==> config.mk <==
export PLATFORM = sky130hd
export DESIGN_NAME = wb_stage
export DESIGN_NICKNAME = d
export VERILOG_FILES = /design/src/rtl/wb_stage.sv
export SDC_FILE = /design/constraint.sdc
export NUM_CORES = 1
export LEC_CHECK = 0
export CORE_MARGIN = 2
export CORE_UTILIZATION = 35
export CTS_CLUSTER_DIAMETER = 30
export DETAILED_ROUTE_END_ITERATION = 16
export GPL_TIMING_DRIVEN = 1
export PLACE_DENSITY = 0.73
export SETUP_SLACK_MARGIN = 0.3
export SYNTH_ARGS = -nofsm -noshare
export SYNTH_HDL_FRONTEND = slang
export SYNTH_SLANG_ARGS = --single-unit
==> constraint.sdc <==
create_clock -name clk -period 2.4 [get_ports clk]
set_clock_uncertainty 0.1 [all_clocks]
set_input_delay 0.48 -clock clk [delete_from_list [all_inputs] [get_ports clk]]
set_output_delay 0.48 -clock clk [all_outputs]
set_load 0.05 [all_outputs]
==> src/rtl/wb_stage.sv <==
// RV32 writeback stage: retires ALU/link results in one cycle and load results after the
// data-memory response. Optional retire counter is enabled with `define WB_RETIRE_COUNT_EN.
module wb_stage #(
    parameter int unsigned XLEN   = 32,
    parameter int unsigned REG_AW = 5
) (
    input  logic              clk,
    input  logic              reset,

    input  logic              in_valid,
    output logic              in_ready,
    input  logic [REG_AW-1:0] in_rd,
    input  logic              in_wb_en,
    input  logic [1:0]        in_wb_sel,
    input  logic [XLEN-1:0]   in_alu_res,
    input  logic [XLEN-1:0]   in_pc4,
    input  logic [2:0]        in_funct3,

    input  logic              dmem_rvalid,
    input  logic [XLEN-1:0]   dmem_rdata,

    output logic [REG_AW-1:0] rf_rd,
    output logic [XLEN-1:0]   rf_wd,
    output logic              rf_we,

    output logic              load_pending,
    output logic [REG_AW-1:0] load_rd,
    output logic              stray_rsp
`ifdef WB_RETIRE_COUNT_EN
    ,
    input  logic              retire_clr,
    output logic [63:0]       retire_cnt
`endif
);

    localparam logic [1:0] SelAlu  = 2'b00;
    localparam logic [1:0] SelLoad = 2'b01;
    localparam logic [1:0] SelPc4  = 2'b10;

    typedef enum logic [0:0] {
        StIdle,
        StWaitLoad
    } state_e;

    state_e state_q, state_d;

    logic [REG_AW-1:0] ld_rd_q, ld_rd_d;
    logic              ld_wb_en_q, ld_wb_en_d;
    logic [2:0]        ld_funct3_q, ld_funct3_d;
    logic [1:0]        ld_off_q, ld_off_d;

    logic [REG_AW-1:0] rf_rd_q, rf_rd_d;
    logic [XLEN-1:0]   rf_wd_q, rf_wd_d;
    logic              rf_we_q, rf_we_d;
    logic              stray_q, stray_d;

    // High in the cycle a write slot is scheduled, even when the write is suppressed.
    logic              slot_fire;
    logic              accept;

    // Byte/halfword select and extension; off[0] is ignored for halfwords.
    function automatic logic [XLEN-1:0] fmt_load(input logic [2:0]      f3,
                                                 input logic [1:0]      off,
                                                 input logic [XLEN-1:0] w);
        logic [7:0]  b;
        logic [15:0] h;
        case (off)
            2'd0:    b = w[7:0];
            2'd1:    b = w[15:8];
            2'd2:    b = w[23:16];
            default: b = w[31:24];
        endcase
        h = off[1] ? w[31:16] : w[15:0];
        case (f3)
            3'b000:  fmt_load = {{24{b[7]}}, b};
            3'b100:  fmt_load = {24'b0, b};
            3'b001:  fmt_load = {{16{h[15]}}, h};
            3'b101:  fmt_load = {16'b0, h};
            default: fmt_load = w;
        endcase
    endfunction

    assign in_ready = (state_q == StIdle);
    assign accept   = in_valid && in_ready;

    always_comb begin
        state_d     = state_q;
        ld_rd_d     = ld_rd_q;
        ld_wb_en_d  = ld_wb_en_q;
        ld_funct3_d = ld_funct3_q;
        ld_off_d    = ld_off_q;
        rf_rd_d     = rf_rd_q;
        rf_wd_d     = rf_wd_q;
        rf_we_d     = 1'b0;
        stray_d     = stray_q;
        slot_fire   = 1'b0;

        unique case (state_q)
            StIdle: begin
                // A response with no load outstanding is dropped and flagged.
                if (dmem_rvalid) begin
                    stray_d = 1'b1;
                end
                if (accept) begin
                    if (in_wb_sel == SelLoad) begin
                        ld_rd_d     = in_rd;
                        ld_wb_en_d  = in_wb_en;
                        ld_funct3_d = in_funct3;
                        ld_off_d    = in_alu_res[1:0];
                        state_d     = StWaitLoad;
                    end else begin
                        slot_fire = 1'b1;
                        rf_rd_d   = in_rd;
                        rf_we_d   = in_wb_en && (in_rd != '0);
                        rf_wd_d   = (in_wb_sel == SelPc4) ? in_pc4 : in_alu_res;
                    end
                end
            end
            StWaitLoad: begin
                if (dmem_rvalid) begin
                    slot_fire = 1'b1;
                    rf_rd_d   = ld_rd_q;
                    rf_we_d   = ld_wb_en_q && (ld_rd_q != '0);
                    rf_wd_d   = fmt_load(ld_funct3_q, ld_off_q, dmem_rdata);
                    state_d   = StIdle;
                end
            end
            default: state_d = StIdle;
        endcase
    end

    always_ff @(posedge clk or posedge reset) begin
        if (reset) begin
            state_q     <= StIdle;
            ld_rd_q     <= '0;
            ld_wb_en_q  <= 1'b0;
            ld_funct3_q <= '0;
            ld_off_q    <= '0;
            rf_rd_q     <= '0;
            rf_wd_q     <= '0;
            rf_we_q     <= 1'b0;
            stray_q     <= 1'b0;
        end else begin
            state_q     <= state_d;
            ld_rd_q     <= ld_rd_d;
            ld_wb_en_q  <= ld_wb_en_d;
            ld_funct3_q <= ld_funct3_d;
            ld_off_q    <= ld_off_d;
            rf_rd_q     <= rf_rd_d;
            rf_wd_q     <= rf_wd_d;
            rf_we_q     <= rf_we_d;
            stray_q     <= stray_d;
        end
    end

    assign rf_rd        = rf_rd_q;
    assign rf_wd        = rf_wd_q;
    assign rf_we        = rf_we_q;
    assign stray_rsp    = stray_q;
    assign load_pending = (state_q == StWaitLoad);
    assign load_rd      = load_pending ? ld_rd_q : '0;

`ifdef WB_RETIRE_COUNT_EN
    logic [63:0] retire_cnt_q, retire_cnt_d;

    // Counter advances on the same edge that registers the write slot; clear wins.
    always_comb begin
        retire_cnt_d = retire_cnt_q;
        if (retire_clr) begin
            retire_cnt_d = '0;
        end else if (slot_fire) begin
            retire_cnt_d = retire_cnt_q + 64'd1;
        end
    end

    always_ff @(posedge clk or posedge reset) begin
        if (reset) begin
            retire_cnt_q <= '0;
        end else begin
            retire_cnt_q <= retire_cnt_d;
        end
    end

    assign retire_cnt = retire_cnt_q;
`else
    logic unused_slot_fire;
    assign unused_slot_fire = slot_fire;
`endif

    logic unused_sel;
    assign unused_sel = (SelAlu == 2'b00);

endmodule
After elaboration in Yosys (flattened, before gate mapping). Cells that the tools add are included.

Flip-flop bits (word level): 51. Input bits: 111. Output and inout port bits: 46. Word-level logic and storage cells: 51.

Eq/ne operators: 10. Multiplexer cells: 21. Bitwise logic cells: 1. Reduce and logical (&&, ||, !) cells: 10.

Operators by type and width (count): $mux W32 (4); $pmux W32 S4 (1); $pmux W32 S2 (1); $pmux W8 S3 (1); $mux W5 (4); $mux W16 (1); $pmux W5 S2 (1); $reduce_bool A5 Y1 (2); $eq A3 B3 Y1 const B (2); $mux W1 (6); $reduce_and A3 Y1 (2); $eq A2 B1 Y1 const B (2); $eq A2 B2 Y1 const B (2); $ne A2 B2 Y1 const B (2); $pmux W1 S2 (2); $eq A3 B1 Y1 const B (1); $logic_and A1 B1 Y1 (3); $logic_not A3 Y1 (1); $logic_not A2 Y1 (1); $ne A2 B1 Y1 const B (1); $reduce_and A2 Y1 (1); $not A1 Y1 (1).

Logic depth before layout (Yosys ltp). Gate-level depths: netlist (run 1).

Depth after elaboration: 5. Mapped depth: 7. Mapped depth without buffers: 4.

Worst setup path before layout (run 1). OpenSTA, ideal clock, no wires.

Path type: register -> output. Start: reg state_q (netlist: load_pending). End: out load_rd[0]. Data arrival time: 1.614 ns. Required time: 1.820 ns. Slack: 0.206 ns. Cell stages (with the launch flop): 4. Path buffers: 2. Path through: dfrtp_1 buf_2 clkbuf_1 and2_1.

Longest elaborated chain between the ends: 1.

RTL lines: start, declared (line 45) `state_e state_q, state_d;`; start signal, assigned (line 134) `state_q <= StIdle;`; start signal, assigned (line 144) `state_q <= state_d;`; $mux W5 (line 161) `assign load_rd = load_pending ? ld_rd_q : '0;`; end, declared (line 27) `output logic [REG_AW-1:0] load_rd,`.

No other way between the ends.

Worst setup path after layout (run 1).
Start: reg rf_wd_q[3] (netlist: rf_wd[3]). End: out rf_wd[3].

RTL lines: start, declared (line 53) `logic [XLEN-1:0] rf_wd_q, rf_wd_d;`; start signal, assigned (line 150) `rf_wd_q <= rf_wd_d;`; end, declared (line 23) `output logic [XLEN-1:0] rf_wd,`.

No word-level cell between the ends.

==> results of run 1 <==
state kept, by name (all words and copies together) (netlist names):
register and cells:
ld_rd_q 5, load_pending 1, ld_funct3_q 3, rf_rd 5, stray_rsp 1, ld_off_q 2
ld_wb_en_q 1, rf_we 1, rf_wd 32
cell usage after synthesis, types with 2 or more instances:
cell      count
a211o_1       8
mux2_4        2
nor2_1       20
nand2_1      27
o211ai_1      2
a21oi_1      23
o221ai_1      2
nor3_1       13
inv_1        18
buf_4         2
nand2b_1      5
and2_1        6
o21ai_0       9
mux2i_1      31
buf_2        13
a22o_1       16
nor3b_1       2
clkbuf_1      9
buf_1         2
a22oi_1       2
nor2b_1       6
dfrtp_1      51
nand3_1       6
a221o_1       5
a21oi_2       2
or4_1         2
o311a_1       2
mux2_2       18
a221oi_1     14
o22ai_1       5
worst paths after layout:
| path | startpoint | cells past startpoint | slack, ps | end |
|---|---|---|---|---|
| setup / recovery | rf_wd[3]$_DFFE_PP0P_ | 1 | 330 | rf_wd[3] |
| hold / removal | stray_rsp$_DFFE_PP0P_ | 1 | 360 | stray_rsp$_DFFE_PP0P_ |
| setup reg to reg | ld_funct3_q[0]$_DFFE_PP0P_ | 4 | 470 | rf_wd[7]$_DFFE_PP0P_ |
| hold reg to reg | stray_rsp$_DFFE_PP0P_ | 1 | 360 | stray_rsp$_DFFE_PP0P_ |
| max in group asynchronous | reset | 3 | 1250 | rf_wd[15]$_DFFE_PP0P_ |
| min in group asynchronous | reset | 2 | 410 | ld_funct3_q[2]$_DFFE_PP0P_ |
layer usage:
| layer | routed length [um] | share of wire |
|---|---|---|
| met1 | 4330 | 0.41 |
| met2 | 5100 | 0.48 |
| met3 | 935 | 0.088 |
| met4 | 258 | 0.024 |
| met5 | 0 | 0 |
cell usage in the layout, fill, tap and decap left out, types with 4 or more instances in the layout:
cell / count
clkdlybuf4s50_1: 122
dfrtp_1: 50
mux2i_1: 31
nand2_1: 27
dlymetal6s2s_1: 26
a21oi_1: 23
nor2_1: 20
mux2_2: 18
inv_1: 17
a22o_1: 16
a221oi_1: 14
buf_4: 14
nor3_1: 13
o21ai_0: 9
buf_12: 9
a211o_1: 8
nand3_1: 6
nand2b_1: 5
nor2b_1: 5
o22ai_1: 5
a221o_1: 5
clkbuf_8: 5
and2_2: 4
final cells by class:
type | instances | area, sq um | area share
Clock buffer | 5 | 68.8 | 0.0134
Inverter | 18 | 67.6 | 0.0131
Clock inverter | 3 | 20.0 | 0.00388
Tap cell | 108 | 135 | 0.0262
Multi-Input combinational cell | 236 | 1730 | 0.336
Timing Repair Buffer | 173 | 1850 | 0.359
Sequential cell | 51 | 1280 | 0.248
timing repair:
item,CTS,global route
setup buffers,0,0
endpoints found under the setup margin,6,28
resized for setup,2,28
power groups by stage:
stage,Clock (mW),Combinational [mW],Sequential [mW]
2_1_floorplan,0,0.652,1.74
3_3_place_gp,0,1.89,1.23
5_1_grt,0.551,2.00,1.24
3_5_place_dp,0,1.91,1.23
6_report,0.504,1.90,1.21
4_1_cts,0.518,1.92,1.22
cells by family (layout without fill, tap and decap cells):
group / Yosys count / in the layout / share of synthesized area
AND/OR/NAND/NOR: 89 / 89 / 0.135
flip-flops: 51 / 51 / 0.400
AO/OA/AOI/OAI: 96 / 96 / 0.232
buffers and inverters: 45 / 199 / 0.0628
multiplexers: 51 / 51 / 0.170
==> metrics.md, run 1 <==
| Metric | Value |
|---|---|
| Status | `finished clean` |
| Final setup margin | `331 ps` |
| Met3 Usage GRT | `0.0492` |
| Final Setup Violations | `0` |
| Number of CTS-inserted buffers | `5` |
| Comb power frac | `0.525` |
| Cell-internal power | `2.06 mW` |
| Crit Path Class | `reg -> out` |
| Flop pwr share | `0.336` |
| Peak supply drop | `0.459 mV` |
| Asr flop ratio synth | `1.00` |
| Slowest CP cell | `clkdlybuf4s50_1` |
| Max clock buf depth | `2` |
| Post-DP HPWL | `8320 um` |
| Overall Power | `3.62 mW` |
| Floorplan row count | `34` |
| Main synth FF type | `dfrtp_1` |
| Fin nets | `596` |
| GR Util met2 | `0.359` |
| CTS tree | `done` |
| Crit-path cells | `clkdlybuf4s50_1` |
| Tmin final | `2070 ps` |
| Max_slew headroom | `0.624` |
| Worst slack, placed | `79.1 ps` |
| Synthesized netlist net count | `443` |
| Pwr Density | `702 nW/um^2` |
| Largest net degree at the start of global routing | `25` |
| Non-Filler Instances | `594` |
| N_diodes | `0` |
| PortBufs | `156` |
| Die W | `99.4 um` |
| Count of state elements after synthesis | `51` |
| Max FO, Critical Path | `2` |
| Layout cells sized above 1 | `0.134` |
| Power share of the clock group | `0.139` |
| Tcrit/Tclk final | `0.862` |
| Critical Path AT | `1490 ps` |
| Synth area leader | `dfrtp_1` |
| TNS Setup | `0 ps` |
| Fmax | `483 MHz` |
| Hold_ws | `365 ps` |
| Max cap viols | `0` |
| Switching Fraction | `0.431` |
| Synth cell types | `39` |
| Leakage | `2.40 nW` |
| Core area | `8760 sq um` |
| Top post-synthesis cells by area | `dfrtp_1 (40%), mux2i_1 (9.7%), mux2_2 (6.4%), a22o_1 (4.4%), a221oi_1 (3.8%)` |
| # H-tree levels | `2` |
| Number of antenna violations at the first check in global routing | `0` |
| Post-route cell area | `5150 sq um` |
| Layer with the highest usage | `met2` |
| Clk_lat worst skew | `310 ps` |
| Gpl congestion | `0.818` |
| YS warnings | `0` |
| Avg Inst Size Synth | `9.60 sq um` |
| CTS root buf | `clkbuf_8` |
| Crit path launch type | `flop` |
| DRC violations left | `0` |
| Post-Synthesis Cell Area | `3190 sq um` |
| All-Layer GR Usage | `0.212` |
| Clock-pin slew on the worst setup and hold paths | `100 ps` |
| DIE HEIGHT | `99.4 um` |
| Post-Route WL | `10,600 um` |
| Crit end category | `output port` |
| Sink Count | `51` |
| Final ANT Viol Nets | `0` |
| Post-synth EDFFs | `0` |
| Post-synthesis sequential area ratio | `0.400` |
| Starting density of the core | `0.364` |
| RSZ-0062 raised after global routing | `false` |
| Global-route wire length before repair | `16,800 um` |
| Buffers and inverters on the worst path | `1` |
| Slew Viols, Final | `0` |
| Via density | `5.44` |
| Delay-heaviest family, CP | `buffers and inverters` |
| Wirelength per Cell | `17.9 um` |
| GR Overflow Total | `0` |
| Met1 Track Usage GR | `0.273` |
| Hold violation count in the final report | `0` |
| Req. time, crit path | `1820 ps` |
| Via count | `3,233` |
| Drt pass-1 iters | `5` |
| Net Sw Power | `1.56 mW` |
| Area post-placement | `4990 sq um` |
| Gate Count Post-Synth | `332` |
| Worst hold path type | `reg -> reg` |
| Actual slew at the worst max-slew pin | `563 ps` |
| Top cell type's share of synthesized area | `0.400` |
| Hold buffer count at cts | `0` |
| Filler cells | `774` |
| Post-layout util | `0.588` |
| Post-placement cell count | `586` |
| Area of the die | `9890 sq um` |
| Initial drt markers | `173` |
| CP max stage delay | `820 ps` |
| Area delta synth->final | `61.7%` |
| # IOs | `157` |
| Vias in the first global route | `3,367` |
No activity file was read; power rests on OpenSTA's default activity.
==> run 2: changes to the inputs <==
--- a/config.mk
+++ b/config.mk
@@ -6,11 +6,10 @@
 export NUM_CORES = 1
 export LEC_CHECK = 0
 export CORE_MARGIN = 2
-export CORE_UTILIZATION = 35
-export CTS_CLUSTER_DIAMETER = 30
+export CORE_UTILIZATION = 25
 export DETAILED_ROUTE_END_ITERATION = 16
 export GPL_TIMING_DRIVEN = 1
-export PLACE_DENSITY = 0.73
+export PLACE_DENSITY = 0.56
 export SETUP_SLACK_MARGIN = 0.3
 export SYNTH_ARGS = -nofsm -noshare
 export SYNTH_HDL_FRONTEND = slang
==> metrics.md, run 2 (same netlist as run 1, synthesis figures left out) <==
| Metric | Value |
|---|---|
| Max FO, Critical Path | `2` |
| Max layer used | `met4` |
| Clock-pin slew on the worst setup and hold paths | `70 ps` |
| Fin nets | `597` |
| Max clock buf depth | `2` |
| TNS Setup | `0 ps` |
| Area of the die | `13,700 sq um` |
| Layout cells sized above 1 | `0.136` |
| Comb power frac | `0.474` |
| Met3 Wirelength | `836 um` |
| Worst Hold End | `rf_wd[15]$_DFFE_PP0P_` |
| Via density | `4.80` |
| Commonest non-fill, non-tap cells in the layout | `clkdlybuf4s50_1 (147), dfrtp_1 (50), mux2i_1 (31), nand2_1 (27), a21oi_1 (23)` |
| PortBufs | `156` |
| DIE HEIGHT | `117 um` |
| N_diodes | `0` |
| Number of flip-flops under the largest register name | `32` |
| Tmin final | `2070 ps` |
| Power share of the clock group | `0.227` |
| Final ANT Viol Nets | `0` |
| Hold_ws | `390 ps` |
| Gpl congestion | `0.831` |
| Delay-heaviest family, CP | `buffers and inverters` |
| M1 WL | `4940 um` |
| GR Overflow Total | `0` |
| Reg-to-reg startpoint | `load_pending$_DFF_PP0_` |
| DR WL met2 | `5400 um` |
| Buffers and inverters on the worst path | `1` |
| Drt pass-1 iters | `4` |
| Crit path launch type | `flop` |
| Status | `finished clean` |
| Cell-internal power | `2.47 mW` |
| Count of cells along the worst hold path | `1` |
| Wirelength per Cell | `17.2 um` |
| Global-route wire length before repair | `17,500 um` |
| CTS root buf | `clkbuf_16` |
| Vias in the first global route | `3,229` |
| Tcrit/Tclk final | `0.864` |
| Final Setup Violations | `0` |
| CTS tree | `done` |
| Sink Count | `51` |
| Crit Path Class | `reg -> out` |
| Slew Viols, Final | `0` |
| Floorplan row count | `41` |
| Pwr Density | `767 nW/um^2` |
| Core area | `12,500 sq um` |
| # IOs | `157` |
| Clk_lat worst skew | `300 ps` |
| Commonest non-fill, non-tap cell in the layout | `clkdlybuf4s50_1` |
| Post-DP HPWL | `8960 um` |
| HP Start | `rf_wd[15]$_DFFE_PP0P_` |
| Switching Fraction | `0.392` |
| Fmax | `482 MHz` |
| Flop pwr share | `0.299` |
| Initial drt markers | `194` |
| Via count | `3,166` |
| Hold violation count in the final report | `0` |
| # H-tree levels | `2` |
| Net Sw Power | `1.59 mW` |
| DRC violations left | `0` |
| Worst hold path type | `reg -> reg` |
| Die W | `117 um` |
| Post-Route WL | `11,400 um` |
| Max_slew headroom | `0.622` |
| Crit-path cells | `clkdlybuf4s50_1` |
| Starting density of the core | `0.255` |
| RSZ-0062 raised after global routing | `true` |
| Max cap viols | `0` |
| Actual slew at the worst max-slew pin | `566 ps` |
| Req. time, crit path | `1820 ps` |
| CP max stage delay | `820 ps` |
| Largest net degree at the start of global routing | `31` |
| Number of CTS-inserted buffers | `5` |
| All-Layer GR Usage | `0.167` |
| Leakage | `2.19 nW` |
| Crit end category | `output port` |
| Reg-to-Reg End | `rf_wd[27]$_DFFE_PP0P_` |
| Slowest CP cell | `clkdlybuf4s50_1` |
| Worst R2R Setup Slack | `440 ps` |
| R2R cell count | `5` |
| Critical Path AT | `1490 ps` |
| Area delta synth->final | `66.2%` |
| Number of antenna violations at the first check in global routing | `0` |
| Peak supply drop | `0.317 mV` |
## run 2: area by class of cell
class | count | area [sq um]
multi-input combinational | 236 | 1730
clock inverter | 3 | 67.6
timing repair buffer | 174 | 1810
inverter | 18 | 67.6
sequential | 51 | 1280
fill | 1265 | 7220
clock buffer | 5 | 125
tap | 172 | 215
## run 2: worst max-delay path by stage
stage | to | depth (start not counted) | startpoint | slack (ps)
6_report | rf_wd[8] | 1 | rf_wd[8]$_DFFE_PP0P_ | 330
5_1_grt | rf_wd[7]$_DFFE_PP0P_ | 6 | in_valid | 290
4_1_cts | rf_wd[26] | 1 | rf_wd[26]$_DFFE_PP0P_ | 330
3_5_place_dp | rf_wd[11]$_DFFE_PP0P_ | 5 | dmem_rdata[23] | 60
3_3_place_gp | rf_wd[10]$_DFFE_PP0P_ | 5 | dmem_rdata[23] | 60
2_1_floorplan | load_rd[0] | 3 | load_pending$_DFF_PP0_ | 340
## run 2: per-stage QoR
| step | cells | power, mW | cell area [sq um] | worst slack [ps] | util |
|---|---|---|---|---|---|
| after floorplan | 332 | 2.39 | 3190 | 336 | - |
| after global placement | 650 | 3.14 | 5090 | 56.0 | 0.406 |
| after detailed placement | 650 | 3.16 | 5090 | 58.3 | 0.406 |
| after CTS | 658 | 4.10 | 5280 | 327 | 0.422 |
| after global routing | 659 | 4.28 | 5300 | 293 | 0.423 |
| final | 659 | 4.06 | 5300 | 327 | 0.423 |
## run 2: layer usage
metal	vias up	track usage
li1	1529	-
met1	1514	0.216
met2	107	0.282
met3	16	0.0366
met4	0	0.0447
met5	-	0
## run 2: worst reg2reg max path, stage by stage, from the launching register on
cell and delay (ps):
dfrtp_1 490, buf_6 290, nand2_1 390, nor2_1 320
a21oi_1 70, a22o_1 200
## run 2: repair_timing
item                                    CTS  global route
endpoints found under the setup margin    1             7
hold buffers                              0             0
pin swaps                                 0             0
setup buffers                             0             1
gates resized for setup                   1             3
## run 2: power groups by stage
| stage | Clock [mW] | Sequential, mW | Combinational (mW) |
|---|---|---|---|
| after floorplan | 0 | 1.74 | 0.652 |
| final | 0.921 | 1.22 | 1.93 |
| after global placement | 0 | 1.23 | 1.92 |
| after detailed placement | 0 | 1.23 | 1.93 |
| after CTS | 0.945 | 1.22 | 1.94 |
| after global routing | 0.984 | 1.25 | 2.04 |
==> run 3: changes to the inputs <==
--- a/config.mk
+++ b/config.mk
@@ -5,11 +5,13 @@
 export SDC_FILE = /design/constraint.sdc
 export NUM_CORES = 1
 export LEC_CHECK = 0
+export CELL_PAD_IN_SITES_DETAIL_PLACEMENT = 1
+export CELL_PAD_IN_SITES_GLOBAL_PLACEMENT = 2
 export CORE_MARGIN = 2
-export CORE_UTILIZATION = 25
+export CORE_UTILIZATION = 23
 export DETAILED_ROUTE_END_ITERATION = 16
 export GPL_TIMING_DRIVEN = 1
-export PLACE_DENSITY = 0.56
+export PLACE_DENSITY = 0.83
 export SETUP_SLACK_MARGIN = 0.3
 export SYNTH_ARGS = -nofsm -noshare
 export SYNTH_HDL_FRONTEND = slang
==> metrics.md, run 3 (same netlist as run 1, synthesis figures left out) <==
| Metric | Value |
|---|---|
| Drt pass-1 iters | `4` |
| Hold violation count in the final report | `0` |
| Non-Filler Instances | `667` |
| Crit Path Class | `reg -> out` |
| Floorplan row count | `43` |
| Via count | `3,239` |
| Reg-to-Reg End | `rf_wd[31]$_DFFE_PP0P_` |
| Number of flip-flops under the largest register name | `32` |
| Delay-heaviest family, CP | `buffers and inverters` |
| Largest net degree at the start of global routing | `31` |
| Post-DP HPWL | `9930 um` |
| Leakage | `2.24 nW` |
| # IOs | `157` |
| R2R cell count | `5` |
| N_diodes | `0` |
| Hold buffer count at cts | `0` |
| Crit end category | `output port` |
| Initial drt markers | `168` |
| Gpl congestion | `0.816` |
| DIE HEIGHT | `122 um` |
| Peak supply drop | `0.304 mV` |
| CP max stage delay | `820 ps` |
| Starting density of the core | `0.232` |
| Reg-to-reg startpoint | `load_pending$_DFF_PP0_` |
| Req. time, crit path | `1820 ps` |
| Commonest non-fill, non-tap cell in the layout | `clkdlybuf4s50_1` |
| Post-layout util | `0.384` |
| HP Start | `stray_rsp$_DFFE_PP0P_` |
| Tmin final | `2070 ps` |
| Pwr Density | `743 nW/um^2` |
| Final Setup Violations | `0` |
| Crit-path cells | `clkdlybuf4s50_1` |
| Max clock buf depth | `2` |
| Worst hold path type | `reg -> reg` |
| Crit path launch type | `flop` |
| Post-placement cell count | `658` |
| Vias in the first global route | `3,518` |
| Via density | `4.86` |
| Clock-pin slew on the worst setup and hold paths | `70 ps` |
| TNS Setup | `0 ps` |
| PortBufs | `156` |
| Commonest non-fill, non-tap cells in the layout | `clkdlybuf4s50_1 (141), dfrtp_1 (50), mux2i_1 (31), nand2_1 (27), a21oi_1 (23)` |
| Max cap viols | `0` |
| Global-route wire length before repair | `19,300 um` |
| Number of antenna violations at the first check in global routing | `0` |
| Fin nets | `597` |
| Count of cells along the worst hold path | `1` |
| Area delta synth->final | `65.3%` |
| Post-Route WL | `12,500 um` |
| # H-tree levels | `2` |
| Actual slew at the worst max-slew pin | `549 ps` |
| Final ANT Viol Nets | `0` |
| Max_slew headroom | `0.633` |
| Slew Viols, Final | `0` |
| Die W | `122 um` |
| Sink Count | `51` |
| GR Overflow Total | `0` |
| Core area | `13,700 sq um` |
| Filler cells | `1,556` |
| Worst R2R Setup Slack | `470 ps` |
| RSZ-0062 raised after global routing | `false` |
| Wirelength per Cell | `18.7 um` |
| Layout cells sized above 1 | `0.136` |
| Worst Hold End | `stray_rsp$_DFFE_PP0P_` |
| Buffers and inverters on the worst path | `1` |
| Max FO, Critical Path | `2` |
| Status | `finished clean` |
| Number of CTS-inserted buffers | `5` |
| Tcrit/Tclk final | `0.862` |
| Area of the die | `14,800 sq um` |
| DRC violations left | `0` |
| All-Layer GR Usage | `0.167` |
| Critical Path AT | `1490 ps` |
| Clk_lat worst skew | `290 ps` |
| Fmax | `483 MHz` |
| CTS tree | `done` |
| Slowest CP cell | `clkdlybuf4s50_1` |
| CTS root buf | `clkbuf_16` |
[run 3: final cells by class]
type / count / area (sq um) / area share
Sequential cell: 51 / 1280 / 0.242
Clock buffer: 6 / 139 / 0.0264
Multi-Input combinational cell: 236 / 1730 / 0.329
Inverter: 18 / 67.6 / 0.0128
Clock inverter: 2 / 16.3 / 0.00309
Timing Repair Buffer: 174 / 1810 / 0.344
Tap cell: 180 / 225 / 0.0427
[run 3: through the flow]
stage	power, mW	setup slack [ps]	hold slack (ps)	area [sq um]
2_1_floorplan	2.39	336	381	3190
6_report	3.92	330	365	5270
4_1_cts	3.96	309	372	5240
3_3_place_gp	3.14	63.3	358	5080
3_5_place_dp	3.19	28.4	356	5080
5_1_grt	4.12	301	400	5270
[run 3: worst max path at each step]
stage                     depth (start not counted)              endpoint                    from  slack, ps
after detailed placement                          6  rf_wd[7]$_DFFE_PP0P_            in_wb_sel[1]         30
after floorplan                                   3            load_rd[0]  load_pending$_DFF_PP0_        340
final                                             1             rf_wd[11]   rf_wd[11]$_DFFE_PP0P_        330
after global routing                              1             rf_wd[26]   rf_wd[26]$_DFFE_PP0P_        300
after CTS                                         6  rf_wd[7]$_DFFE_PP0P_            in_wb_sel[1]        310
after global placement                            6  rf_wd[7]$_DFFE_PP0P_            in_wb_sel[1]         60
[run 3: metal layers]
layer	up-vias	global-route usage	routed length (um)
li1	1533	-	-
met1	1576	0.223	5540
met2	121	0.278	5900
met3	9	0.0384	890
met4	0	0.0330	127
met5	-	0	0
[run 3: what timing repair did]
action                                  in CTS  in global routing
resized for setup                            0                 10
endpoints found under the setup margin       0                 13
buffers inserted                             0                  1
[run 3: where the power goes]
part / leakage (nW) / internal [mW] / switching (mW) / total [mW]
combinational: 1.55 / 0.807 / 1.14 / 1.95
clock: 0.0731 / 0.418 / 0.337 / 0.755
sequential: 0.616 / 1.06 / 0.153 / 1.21
